$ cat src/rtl/alarm_pkg.sv
// Shared types and field limits for the alarm-time controller.
package alarm_pkg;

    typedef enum logic [2:0] {
        ST_NORMAL  = 3'd0,
        ST_SET_HR  = 3'd1,
        ST_SET_MIN = 3'd2,
        ST_RING    = 3'd3,
        ST_SNOOZE  = 3'd4
    } alarm_state_t;

    localparam int HOUR_W = 5;
    localparam int MIN_W  = 6;
    localparam logic [HOUR_W-1:0] HOUR_MAX = 5'd23;
    localparam logic [MIN_W-1:0]  MIN_MAX  = 6'd59;

endpackage

$ cat src/rtl/alarm_ctrl_if.sv
// Time inputs, buttons and display/ring outputs of the alarm controller.
interface alarm_ctrl_if;
    import alarm_pkg::*;

    logic              tick_1s;
    logic [HOUR_W-1:0] cur_hour;
    logic [MIN_W-1:0]  cur_min;
    logic [5:0]        cur_sec;
    logic              alarm_en;
    logic              btn_mode;
    logic              btn_inc;
    logic              btn_snooze;
    logic [HOUR_W-1:0] alm_hour;
    logic [MIN_W-1:0]  alm_min;
    logic              blank_hour;
    logic              blank_min;
    logic              edit_active;
    logic              ringing;

    modport master (
        output tick_1s, cur_hour, cur_min, cur_sec, alarm_en,
               btn_mode, btn_inc, btn_snooze,
        input  alm_hour, alm_min, blank_hour, blank_min, edit_active, ringing
    );

    modport slave (
        input  tick_1s, cur_hour, cur_min, cur_sec, alarm_en,
               btn_mode, btn_inc, btn_snooze,
        output alm_hour, alm_min, blank_hour, blank_min, edit_active, ringing
    );

endinterface

$ cat src/rtl/alarm_ctrl_blink_gen.sv
// Blink phase generator: phase 0 = visible, toggles every CLK_HZ/(2*BLINK_HZ) cycles.
module blink_gen #(
    parameter int CLK_HZ   = 50_000_000,
    parameter int BLINK_HZ = 2
) (
    input  logic clk,
    input  logic rst_n,
    input  logic enable,
    input  logic restart,
    output logic phase
);

    localparam int HALF = CLK_HZ / (2 * BLINK_HZ);
    localparam int CW   = (HALF > 1) ? $clog2(HALF) : 1;

    logic [CW-1:0] cnt;

    always_ff @(posedge clk or negedge rst_n) begin
        if (!rst_n) begin
            cnt   <= '0;
            phase <= 1'b0;
        end else if (!enable || restart) begin
            cnt   <= '0;
            phase <= 1'b0;
        end else if (cnt == CW'(HALF - 1)) begin
            cnt   <= '0;
            phase <= ~phase;
        end else begin
            cnt   <= cnt + 1'b1;
        end
    end

endmodule

$ cat src/rtl/alarm_ctrl.sv
// Alarm-time controller: alarm setting with blinking edit field, trigger, ring, snooze.
module alarm_ctrl
    import alarm_pkg::*;
#(
    parameter int CLK_HZ     = 50_000_000,
    parameter int BLINK_HZ   = 2,
    parameter int RING_SEC   = 60,
    parameter int SNOOZE_MIN = 5
) (
    input  logic         clk,
    input  logic         rst_n,
    alarm_ctrl_if.slave  bus
);

    localparam logic [2:0] S_NORMAL  = ST_NORMAL;
    localparam logic [2:0] S_SET_HR  = ST_SET_HR;
    localparam logic [2:0] S_SET_MIN = ST_SET_MIN;
    localparam logic [2:0] S_RING    = ST_RING;
    localparam logic [2:0] S_SNOOZE  = ST_SNOOZE;

    localparam int SNZ_TICKS = SNOOZE_MIN * 60;
    localparam int RW = $clog2(RING_SEC + 1);
    localparam int SW = $clog2(SNZ_TICKS + 1);

    logic [2:0]        state, state_nx;
    logic [HOUR_W-1:0] alm_hour, hour_nx;
    logic [MIN_W-1:0]  alm_min, min_nx;
    logic [RW-1:0]     ring_cnt, ring_nx;
    logic [SW-1:0]     snz_cnt, snz_nx;
    logic              inc_hit, trigger, set_nx, phase;

    assign trigger = bus.alarm_en && bus.tick_1s && (bus.cur_hour == alm_hour) &&
                     (bus.cur_min == alm_min) && (bus.cur_sec == '0);

    always_comb begin
        state_nx = state;
        hour_nx  = alm_hour;
        min_nx   = alm_min;
        ring_nx  = ring_cnt;
        snz_nx   = snz_cnt;
        inc_hit  = 1'b0;
        case (state)
            S_NORMAL: begin
                if (bus.btn_mode) begin
                    state_nx = S_SET_HR;
                end else if (trigger) begin
                    state_nx = S_RING;
                    ring_nx  = '0;
                end
            end
            S_SET_HR: begin
                if (bus.btn_mode) begin
                    state_nx = S_SET_MIN;
                end else if (bus.btn_inc) begin
                    hour_nx = (alm_hour == HOUR_MAX) ? '0 : alm_hour + 1'b1;
                    inc_hit = 1'b1;
                end
            end
            S_SET_MIN: begin
                if (bus.btn_mode) begin
                    state_nx = S_NORMAL;
                end else if (bus.btn_inc) begin
                    min_nx  = (alm_min == MIN_MAX) ? '0 : alm_min + 1'b1;
                    inc_hit = 1'b1;
                end
            end
            S_RING: begin
                // Disable beats stop, stop beats snooze, any button beats the tick.
                if (!bus.alarm_en || bus.btn_mode) begin
                    state_nx = S_NORMAL;
                end else if (bus.btn_snooze) begin
                    state_nx = S_SNOOZE;
                    snz_nx   = '0;
                end else if (bus.tick_1s) begin
                    if (ring_cnt == RW'(RING_SEC - 1)) state_nx = S_NORMAL;
                    else                                ring_nx  = ring_cnt + 1'b1;
                end
            end
            S_SNOOZE: begin
                if (!bus.alarm_en || bus.btn_mode) begin
                    state_nx = S_NORMAL;
                end else if (bus.tick_1s) begin
                    if (snz_cnt == SW'(SNZ_TICKS - 1)) begin
                        state_nx = S_RING;
                        ring_nx  = '0;
                    end else begin
                        snz_nx = snz_cnt + 1'b1;
                    end
                end
            end
            default: state_nx = S_NORMAL;
        endcase
    end

    always_ff @(posedge clk or negedge rst_n) begin
        if (!rst_n) begin
            state    <= S_NORMAL;
            alm_hour <= '0;
            alm_min  <= '0;
            ring_cnt <= '0;
            snz_cnt  <= '0;
        end else begin
            state    <= state_nx;
            alm_hour <= hour_nx;
            alm_min  <= min_nx;
            ring_cnt <= ring_nx;
            snz_cnt  <= snz_nx;
        end
    end

    assign set_nx = (state_nx == S_SET_HR) || (state_nx == S_SET_MIN);

    blink_gen #(
        .CLK_HZ  (CLK_HZ),
        .BLINK_HZ(BLINK_HZ)
    ) u_blink (
        .clk    (clk),
        .rst_n  (rst_n),
        .enable (set_nx),
        .restart(inc_hit || (set_nx && (state_nx != state))),
        .phase  (phase)
    );

    // Outputs decode flops only, so they change cleanly on the clock edge.
    assign bus.alm_hour    = alm_hour;
    assign bus.alm_min     = alm_min;
    assign bus.blank_hour  = phase && (state == S_SET_HR);
    assign bus.blank_min   = phase && (state == S_SET_MIN);
    assign bus.edit_active = (state == S_SET_HR) || (state == S_SET_MIN);
    assign bus.ringing     = (state == S_RING);

endmodule
$ cat src/flat_wrapper.sv
// flat-port wrapper written by rule: the top's interface ports become plain ports
module alarm_ctrl_flat import alarm_pkg::*;
#(
    parameter int CLK_HZ     = 50_000_000,
    parameter int BLINK_HZ   = 2,
    parameter int RING_SEC   = 60,
    parameter int SNOOZE_MIN = 5
)
  (clk, rst_n, bus_tick_1s, bus_cur_hour, bus_cur_min, bus_cur_sec, bus_alarm_en, bus_btn_mode, bus_btn_inc, bus_btn_snooze, bus_alm_hour, bus_alm_min, bus_blank_hour, bus_blank_min, bus_edit_active, bus_ringing);
  alarm_ctrl_if bus_i ();
  input  logic clk;
  input  logic rst_n;
  input wire logic [$bits(bus_i.tick_1s)-1:0] bus_tick_1s;
  input wire logic [$bits(bus_i.cur_hour)-1:0] bus_cur_hour;
  input wire logic [$bits(bus_i.cur_min)-1:0] bus_cur_min;
  input wire logic [$bits(bus_i.cur_sec)-1:0] bus_cur_sec;
  input wire logic [$bits(bus_i.alarm_en)-1:0] bus_alarm_en;
  input wire logic [$bits(bus_i.btn_mode)-1:0] bus_btn_mode;
  input wire logic [$bits(bus_i.btn_inc)-1:0] bus_btn_inc;
  input wire logic [$bits(bus_i.btn_snooze)-1:0] bus_btn_snooze;
  output wire logic [$bits(bus_i.alm_hour)-1:0] bus_alm_hour;
  output wire logic [$bits(bus_i.alm_min)-1:0] bus_alm_min;
  output wire logic [$bits(bus_i.blank_hour)-1:0] bus_blank_hour;
  output wire logic [$bits(bus_i.blank_min)-1:0] bus_blank_min;
  output wire logic [$bits(bus_i.edit_active)-1:0] bus_edit_active;
  output wire logic [$bits(bus_i.ringing)-1:0] bus_ringing;
  assign bus_i.tick_1s = bus_tick_1s;
  assign bus_i.cur_hour = bus_cur_hour;
  assign bus_i.cur_min = bus_cur_min;
  assign bus_i.cur_sec = bus_cur_sec;
  assign bus_i.alarm_en = bus_alarm_en;
  assign bus_i.btn_mode = bus_btn_mode;
  assign bus_i.btn_inc = bus_btn_inc;
  assign bus_i.btn_snooze = bus_btn_snooze;
  assign bus_alm_hour = bus_i.alm_hour;
  assign bus_alm_min = bus_i.alm_min;
  assign bus_blank_hour = bus_i.blank_hour;
  assign bus_blank_min = bus_i.blank_min;
  assign bus_edit_active = bus_i.edit_active;
  assign bus_ringing = bus_i.ringing;
  alarm_ctrl #(.CLK_HZ(CLK_HZ), .BLINK_HZ(BLINK_HZ), .RING_SEC(RING_SEC), .SNOOZE_MIN(SNOOZE_MIN)) u_core (.clk(clk), .rst_n(rst_n), .bus(bus_i));
endmodule
$ cat config.mk
export PLATFORM = sky130hd
export DESIGN_NAME = alarm_ctrl_flat
export DESIGN_NICKNAME = d
export VERILOG_FILES = /design/src/rtl/alarm_pkg.sv /design/src/rtl/alarm_ctrl_if.sv /design/src/rtl/alarm_ctrl_blink_gen.sv /design/src/rtl/alarm_ctrl.sv /design/src/flat_wrapper.sv
export SDC_FILE = /design/constraint.sdc
export NUM_CORES = 1
export LEC_CHECK = 0
export BUFFER_PORTS_ARGS = -buffer_cell sky130_fd_sc_hd__buf_2
export CAP_MARGIN = 10
export CORE_AREA = 2 2 88 90
export CTS_CLUSTER_SIZE = 25
export DETAILED_ROUTE_END_ITERATION = 10
export DIE_AREA = 0 0 90 92
export GPL_ROUTABILITY_DRIVEN = 0
export PLACE_DENSITY = 0.72
export RECOVER_POWER = 100
export SLEW_MARGIN = 5
export SYNTH_ARGS = -nofsm -noshare
export SYNTH_HDL_FRONTEND = slang
export SYNTH_SLANG_ARGS = --single-unit
$ cat constraint.sdc
create_clock -name clk -period 3.66 [get_ports clk]
set_input_delay 0.915 -clock clk [delete_from_list [all_inputs] [get_ports clk]]
set_output_delay 0.915 -clock clk [all_outputs]
set_load 0.1 [all_outputs]
Word-level counts from Yosys, hierarchy flattened
Index checks and enable logic that the tools add are counted.

Bitwise operators: 2. Multiplexer cells: 37. $add $sub $neg: 5. Equality and inequality tests: 25. Reduce and logical (&&, ||, !) cells: 24.

Operator list (count): two-way mux 6 bit (10); two-way mux 24 bit (2); two-way mux 9 bit (5); two-way mux 3 bit (11); adder 24 x 1 -> 24 bit, second input constant (1); equality test 24 bit, second input constant (1); != test 2 bit, second input constant (9); case mux 6 bit (3 select lines) (1); case mux 9 bit (2 select lines) (1); case mux 3 bit (5 select lines) (1); adder 6 x 1 -> 6 bit, second input constant (2); equality test 6 bit, second input constant (2); AND reduction 10 bit (1); adder 9 x 1 -> 9 bit, second input constant (1); equality test 3 x 2 -> 1 bit, second input constant (3); equality test 9 bit, second input constant (1); logical AND 1 bit (7); equality test 3 x 1 -> 1 bit, second input constant (2); equality test 6 bit (1); zero test 6 bit (1); AND reduction 3 bit (2); AND reduction 6 bit (1); adder 5 x 1 -> 5 bit, second input constant (1); equality test 5 bit (1); 13 further kinds (25).

Input bits: 24. Output and inout bits: 15. Logic and storage cells: 100. Register bits: 54.

Logic depth before layout (Yosys ltp)
Gate-level depths: netlist (run 1).

Depth after elaboration: 13. Depth in mapped cells: 7. Gate-level depth less buffers: 6.

Cells and area by module
A second synthesis (run 1) with hierarchy kept.

Cell total of the unflattened synthesis: 343. Area total of the unflattened synthesis: 3156.8 um^2.

Modules (own cells, without submodules): alarm_ctrl (area an instance 1875.5 um^2, instances 1, seq. area each 725.7 um^2, cells each 212); blink_gen (area an instance 1281.2 um^2, instances 1, seq. area each 625.6 um^2, cells each 131).

Least setup slack after synthesis (run 1)
OpenSTA, ideal clock, no wires.

Path type: register -> output. Start: register u_core.state[2]. End: output port bus_blank_min. Slack: -1.377 ns. Arrival time: 4.122 ns. Cell stages (with the launch flop): 5. Required time: 2.745 ns. Cells stage by stage: dfrtp_1 clkbuf_1 clkbuf_1 clkbuf_1 nor4b_1.

Word-level cells in the longest chain between the ends: 2.

Ends and longest elaborated chain: start: declaration (RTL line alarm_ctrl.sv:25) `logic [2:0] state, state_nx;`; start signal: assignment (RTL line alarm_ctrl.sv:103) `state <= state_nx;`; equality test 3 x 2 -> 1 bit (RTL line alarm_ctrl.sv:128) `assign bus.blank_min = phase && (state == S_SET_MIN);`; logical AND 1 bit (RTL line alarm_ctrl.sv:128); end: declaration (RTL line flat_wrapper.sv:24) `output wire logic [$bits(bus_i.blank_min)-1:0] bus_blank_min;`.

No other way between the ends.

Worst setup path in the final report (run 1)
Start: register u_core.state[1]. End: output port bus_blank_min.

The elaborated chain is that of the path after synthesis.

==> flow_summary.yaml, run 1 <==
outcome:
  status: "complete, no violations"
synth:
  synth_edf_count: 0
  yosys.area_share.simple: 0.324
  synth_mux_area_frac: 0.0131
  syn_avg_cell_area_um2: 9.17
  netlist_instances: 364
  async_reset_ff_frac: 1.00
  synth_top_family_by_area: "simple AND/OR/NAND/NOR gates"
  netlist_area_mm2: 0.00334
  yosysSeqAreaShare: 0.405
  synth_area_leader_cell: "dfrtp_1"
  ys_ff_latch: 54
  synthAdderAreaFrac: 0.0187
  synthDistinctLibCells: 54
  yosys_warnings: 0
  synthesis.nets: 393
  synth-compound-area-share: 0.0911
  synth.area.top_cells: "dfrtp_1 (40%), xnor2_1 (9.2%), nor3_1 (3.9%)"
  ys.flop_type: "dfrtp_1"
  synthXorXnorAreaFrac: 0.105
  synth_top_area_share: 0.405
floorplan:
  num_rows: 32
  die_w_um: 90
  core_mm2: 0.00745
  start_util: 0.448
  dieArea_mm2: 0.00828
  die_y_um: 92
  ios: 39
timing:
  final.period_utilization: 0.860
  timing.hold.ws_ps: 503
  fin_crit_ps: 3150
  drv_slew: 0
  tns_ps: 0
  finalClockSkew_ps: 10.6
  rsz0062_at_grt: "no"
  relSlewSlack: 0.227
  max_freq_ghz: 0.318
  tightest_slew_ps: 1160
  finalHoldViolations: 0
  finalSetupViolCount: 0
clock_tree:
  hold_buffers: 0
  cts.sinks: 54
  clk_pin_slew_ps: 100
  post_cts_buffers: 0
  cts-htree-levels: 2
  clock_latency_ps: 310
  cts-resized-gates: 0
  numCtsBuffers: 5
  tritoncts: "done"
  root_buffer: "clkbuf_8"
  clock_path_buffers: 2
grt:
  top_usage_layer: "met2"
  overflow: 0
  grt_pass1_wl_um: 12200
  use_met2: 0.299
  track_usage: 0.174
  met1_usage: 0.235
  grt_max_degree: 30
  grt_use_met3: 0.0263
  grt_pass1_vias: 2708
  antenna_found_initial: 0
pwr:
  p_leak_nw: 1.36
  max-vdd-ir-drop_uv: 638
  power_density_mw_per_mm2: 578
setup_path:
  r2r_end: "u_core.u_blink.cnt[6]$_DFF_PN0_"
  path_class: "reg2out"
  required_ps: 2740
  cp_max_fo: 12
  worstPathArrival_ps: 2230
  crit_start: "u_core.state[1]$_DFF_PN0_"
  cp-endpoint: "bus_blank_min"
  end_kind: "primary output"
  worstSetupStartpointType: "flip-flop"
  reg2regPathDepth: 6
  reg2reg_slack_ps: 650
  rr_startpoint: "u_core.state[0]$_DFF_PN0_"
place:
  hpwl_um: 5140
  placed_cell_area_mm2: 0.00364
  portBuffers: 38
  placedCellCount: 492
route:
  dr.pass1.iters: 5
  drtIter0Drc: 204
  vias: 2810
  route.antenna.remaining_nets: 0
  vias_per_cell: 5.62
  wire_per_inst_um: 14.3
  wl_um: 7130
  drc: 0
worst_hold_path:
  hp-start: "u_core.u_blink.cnt[0]$_DFF_PN0_"
  holdCritPathClass: "reg2reg"
final_layout:
  design_area_mm2: 0.00364
  final-seq-area_mm2: 0.00135
  final_layout_size_suffix_gt1_frac: 0.106
  area_growth_pct: 8.96
  final_nets: 426
  mostFrequentLayoutCell: "dfrtp_1"
  instances_no_fill: 500
  diodes: 0
  layout_common_cells: "dfrtp_1 (54), xnor2_1 (35), nor3_1 (34)"
  multi_input_area_mm2: 0.00178
  fillers: 749
job:
  drv_cap: 0
metrics by stage:
step / worst slack, ps / power (mW) / utilization
2_1_floorplan: 2.44 / 1.56 / -
6_report: 514 / 2.10 / 0.488
3_5_place_dp: 910 / 1.77 / 0.489
5_1_grt: 397 / 2.23 / 0.488
4_1_cts: 883 / 2.17 / 0.505
3_3_place_gp: 985 / 1.74 / 0.489
cells by family after synthesis:
logic type / Yosys count
flip-flops: 54
adder cells (fa/ha/maj): 5
AO/OA/AOI/OAI: 45
XOR/XNOR: 40
AND/OR/NAND/NOR: 181
multiplexers: 4
buffers and inverters: 35
cell type report:
type / count / area share
Inverter: 17 / 0.0175
Multi-Input combinational cell: 275 / 0.489
Clock buffer: 5 / 0.0189
Timing Repair Buffer: 44 / 0.0557
Clock inverter: 3 / 0.0124
Sequential cell: 54 / 0.372
Tap cell: 102 / 0.0351
synth_stat cells (2+ instances only):
library cell   n
a21oi_1        6
a31oi_1        6
and3_1         5
and4b_1        2
clkbuf_1      14
dfrtp_1       54
ha_1           5
inv_1         16
mux2_1         2
nand2_1       29
nand2b_1       2
nand3_1       23
nand3b_1       2
nand4_1       13
nand4bb_1      4
nor2_1        22
nor2b_1        3
nor3_1        26
nor3_2        10
nor3b_1        2
nor4_1        13
nor4_2         6
nor4b_1        2
o211ai_1       9
o21ai_0       11
o31ai_1        2
or3_1          4
or4_1          7
xnor2_1       35
xor2_1         5
critical path, cell delays in order (launching register included):
cell	delay (ps)
dfrtp_1	580
inv_2	140
nor4b_2	320
clkbuf_1	890
worst min-delay path by stage:
stage,end,slack [ps],cells past startpoint
2_1_floorplan,u_core.u_blink.cnt[0]$_DFF_PN0_,470,1
3_3_place_gp,u_core.u_blink.cnt[0]$_DFF_PN0_,500,1
3_5_place_dp,u_core.u_blink.cnt[0]$_DFF_PN0_,490,1
4_1_cts,u_core.u_blink.cnt[0]$_DFF_PN0_,510,1
5_1_grt,u_core.u_blink.cnt[0]$_DFF_PN0_,530,1
6_report,u_core.u_blink.cnt[0]$_DFF_PN0_,500,1
power breakdown:
group	internal (mW)	switching, mW	total (mW)
clock network	0.204	0.203	0.407
registers	0.671	0.136	0.807
logic	0.204	0.684	0.889
state kept, by name, indices dropped and copies added (netlist names):
| signal | cells |
|---|---|
| u_core.u_blink.cnt | 24 |
| u_core.state | 3 |
| u_core.u_blink.phase | 1 |
| u_core.bus.alm_hour | 5 |
| u_core.bus.alm_min | 6 |
| u_core.ring_cnt | 6 |
| u_core.snz_cnt | 9 |
metal layers:
| metal | vias up | wire, µm |
|---|---|---|
| met1 | 1359 | 3320 |
| met3 | 5 | 235 |
| met2 | 49 | 3530 |
| met5 | - | 0 |
| met4 | 0 | 40 |
| li1 | 1397 | - |
(Power assumes the default switching activity.)
==> inputs of run 2 (changes only) <==
--- a/config.mk
+++ b/config.mk
@@ -8,6 +8,7 @@
 export BUFFER_PORTS_ARGS = -buffer_cell sky130_fd_sc_hd__buf_2
 export CAP_MARGIN = 10
 export CORE_AREA = 2 2 88 90
+export CTS_BUF_LIST = sky130_fd_sc_hd__clkbuf_16
 export CTS_CLUSTER_SIZE = 25
 export DETAILED_ROUTE_END_ITERATION = 10
 export DIE_AREA = 0 0 90 92
==> flow_summary.yaml, run 2 (same netlist as run 1, synthesis figures left out) <==
timing:
  fin_crit_ps: 3170
  relSlewSlack: 0.227
  timing.hold.ws_ps: 498
  drv_slew: 0
  max_freq_ghz: 0.315
  worst_slack_ps: 485
  tns_ps: 0
  finalSetupViolCount: 0
  finalHoldViolations: 0
  tightest_slew_ps: 1160
  rsz0062_at_grt: "no"
  finalClockSkew_ps: 8.91
  final.period_utilization: 0.867
place:
  portBuffers: 38
  dp_slack_ps: 910
  placed_cell_area_mm2: 0.00364
  hpwl_um: 5140
  placedCellCount: 492
clock_tree:
  post_cts_buffers: 0
  clock_path_buffers: 2
  clock_latency_ps: 290
  clk_pin_slew_ps: 70
  numCtsBuffers: 5
  cts.sinks: 54
  cts-htree-levels: 2
  hold_buffers: 0
  root_buffer: "clkbuf_16"
  cts-resized-gates: 0
  tritoncts: "done"
grt:
  grt_pass1_wl_um: 12300
  antenna_found_initial: 0
  grt_pass1_vias: 2758
  track_usage: 0.177
  overflow: 0
  top_usage_layer: "met2"
  use_met2: 0.307
  grt_use_met3: 0.0271
  met1_usage: 0.234
  grt_max_degree: 30
floorplan:
  num_rows: 32
  die_y_um: 92
  die_w_um: 90
  ios: 39
  core_mm2: 0.00745
  start_util: 0.448
  dieArea_mm2: 0.00828
final_layout:
  final_nets: 426
  final_util: 0.496
  area_growth_pct: 10.6
  largest_reg_flops: 24
  diodes: 0
  design_area_mm2: 0.00369
  fillers: 743
  instances_no_fill: 500
  layout_common_cells: "dfrtp_1 (54), xnor2_1 (35), nor3_1 (34)"
  reg_top3: "u_core.u_blink.cnt (24), u_core.snz_cnt (9)"
  final_layout_size_suffix_gt1_frac: 0.103
  regMostFlops: "u_core.u_blink.cnt"
  mostFrequentLayoutCell: "dfrtp_1"
setup_path:
  cp-endpoint: "bus_ringing"
  reg2regPathDepth: 6
  path_class: "reg2out"
  end_kind: "primary output"
  required_ps: 2740
  worstSetupStartpointType: "flip-flop"
  crit_start: "u_core.state[2]$_DFF_PN0_"
  worstPathArrival_ps: 2260
  r2r_end: "u_core.u_blink.cnt[14]$_DFF_PN0_"
  reg2reg_slack_ps: 640
  rr_startpoint: "u_core.state[0]$_DFF_PN0_"
  cp_max_fo: 29
route:
  drc: 0
  wl_um: 7300
  vias: 2841
  dr.pass1.iters: 4
  route.antenna.remaining_nets: 0
  drtIter0Drc: 218
  vias_per_cell: 5.68
  wire_per_inst_um: 14.6
pwr:
  p_leak_nw: 1.38
  p_total_mw: 2.24
  power_density_mw_per_mm2: 606
  max-vdd-ir-drop_uv: 600
job:
  drv_cap: 0
outcome:
  status: "complete, no violations"
worst_hold_path:
  holdCritPathClass: "reg2reg"
[run 2: changes by cell type in the layout (fill, tap and decap cells not counted)]
cell,previous run,this run
clkbuf_16,0,5
clkbuf_1,18,19
clkbuf_8,5,0
buf_2,23,22
[run 2: how the worst min path moves through the flow]
stage | to | slack [ps] | cells after the start | startpoint
finish | u_core.u_blink.cnt[0]$_DFF_PN0_ | 500 | 1 | u_core.u_blink.cnt[0]$_DFF_PN0_
global route | u_core.u_blink.cnt[0]$_DFF_PN0_ | 520 | 1 | u_core.u_blink.cnt[0]$_DFF_PN0_
CTS | u_core.u_blink.cnt[0]$_DFF_PN0_ | 500 | 1 | u_core.u_blink.cnt[0]$_DFF_PN0_
detailed placement | u_core.u_blink.cnt[0]$_DFF_PN0_ | 490 | 1 | u_core.u_blink.cnt[0]$_DFF_PN0_
global placement | u_core.u_blink.cnt[0]$_DFF_PN0_ | 500 | 1 | u_core.u_blink.cnt[0]$_DFF_PN0_
floorplan | u_core.u_blink.cnt[0]$_DFF_PN0_ | 470 | 1 | u_core.u_blink.cnt[0]$_DFF_PN0_
[run 2: final cells by class]
type | instances | area, µm² | area share
clock buffer | 5 | 125 | 0.0339
inverter | 17 | 63.8 | 0.0173
multi-input combinational | 275 | 1780 | 0.482
clock inverter | 3 | 45.0 | 0.0122
sequential | 54 | 1350 | 0.366
timing repair buffer | 44 | 201 | 0.0546
tap | 102 | 128 | 0.0346
[run 2: critical path, stage by stage, from the launching register on]
cell      delay, ps
dfrtp_1         380
buf_4           230
nand3b_1        290
inv_1           190
clkbuf_1        880
[run 2: power breakdown]
group	internal (mW)	switching, mW	leakage (nW)	total [mW]
Clock	0.323	0.217	0.0760	0.540
Sequential	0.671	0.136	0.735	0.808
Combinational	0.203	0.685	0.565	0.889
[run 2: per-layer routing]
metal | up-vias | share of wire
met4 | 0 | 0.0063
met3 | 4 | 0.042
li1 | 1403 | -
met2 | 57 | 0.50
met1 | 1377 | 0.45
met5 | - | 0
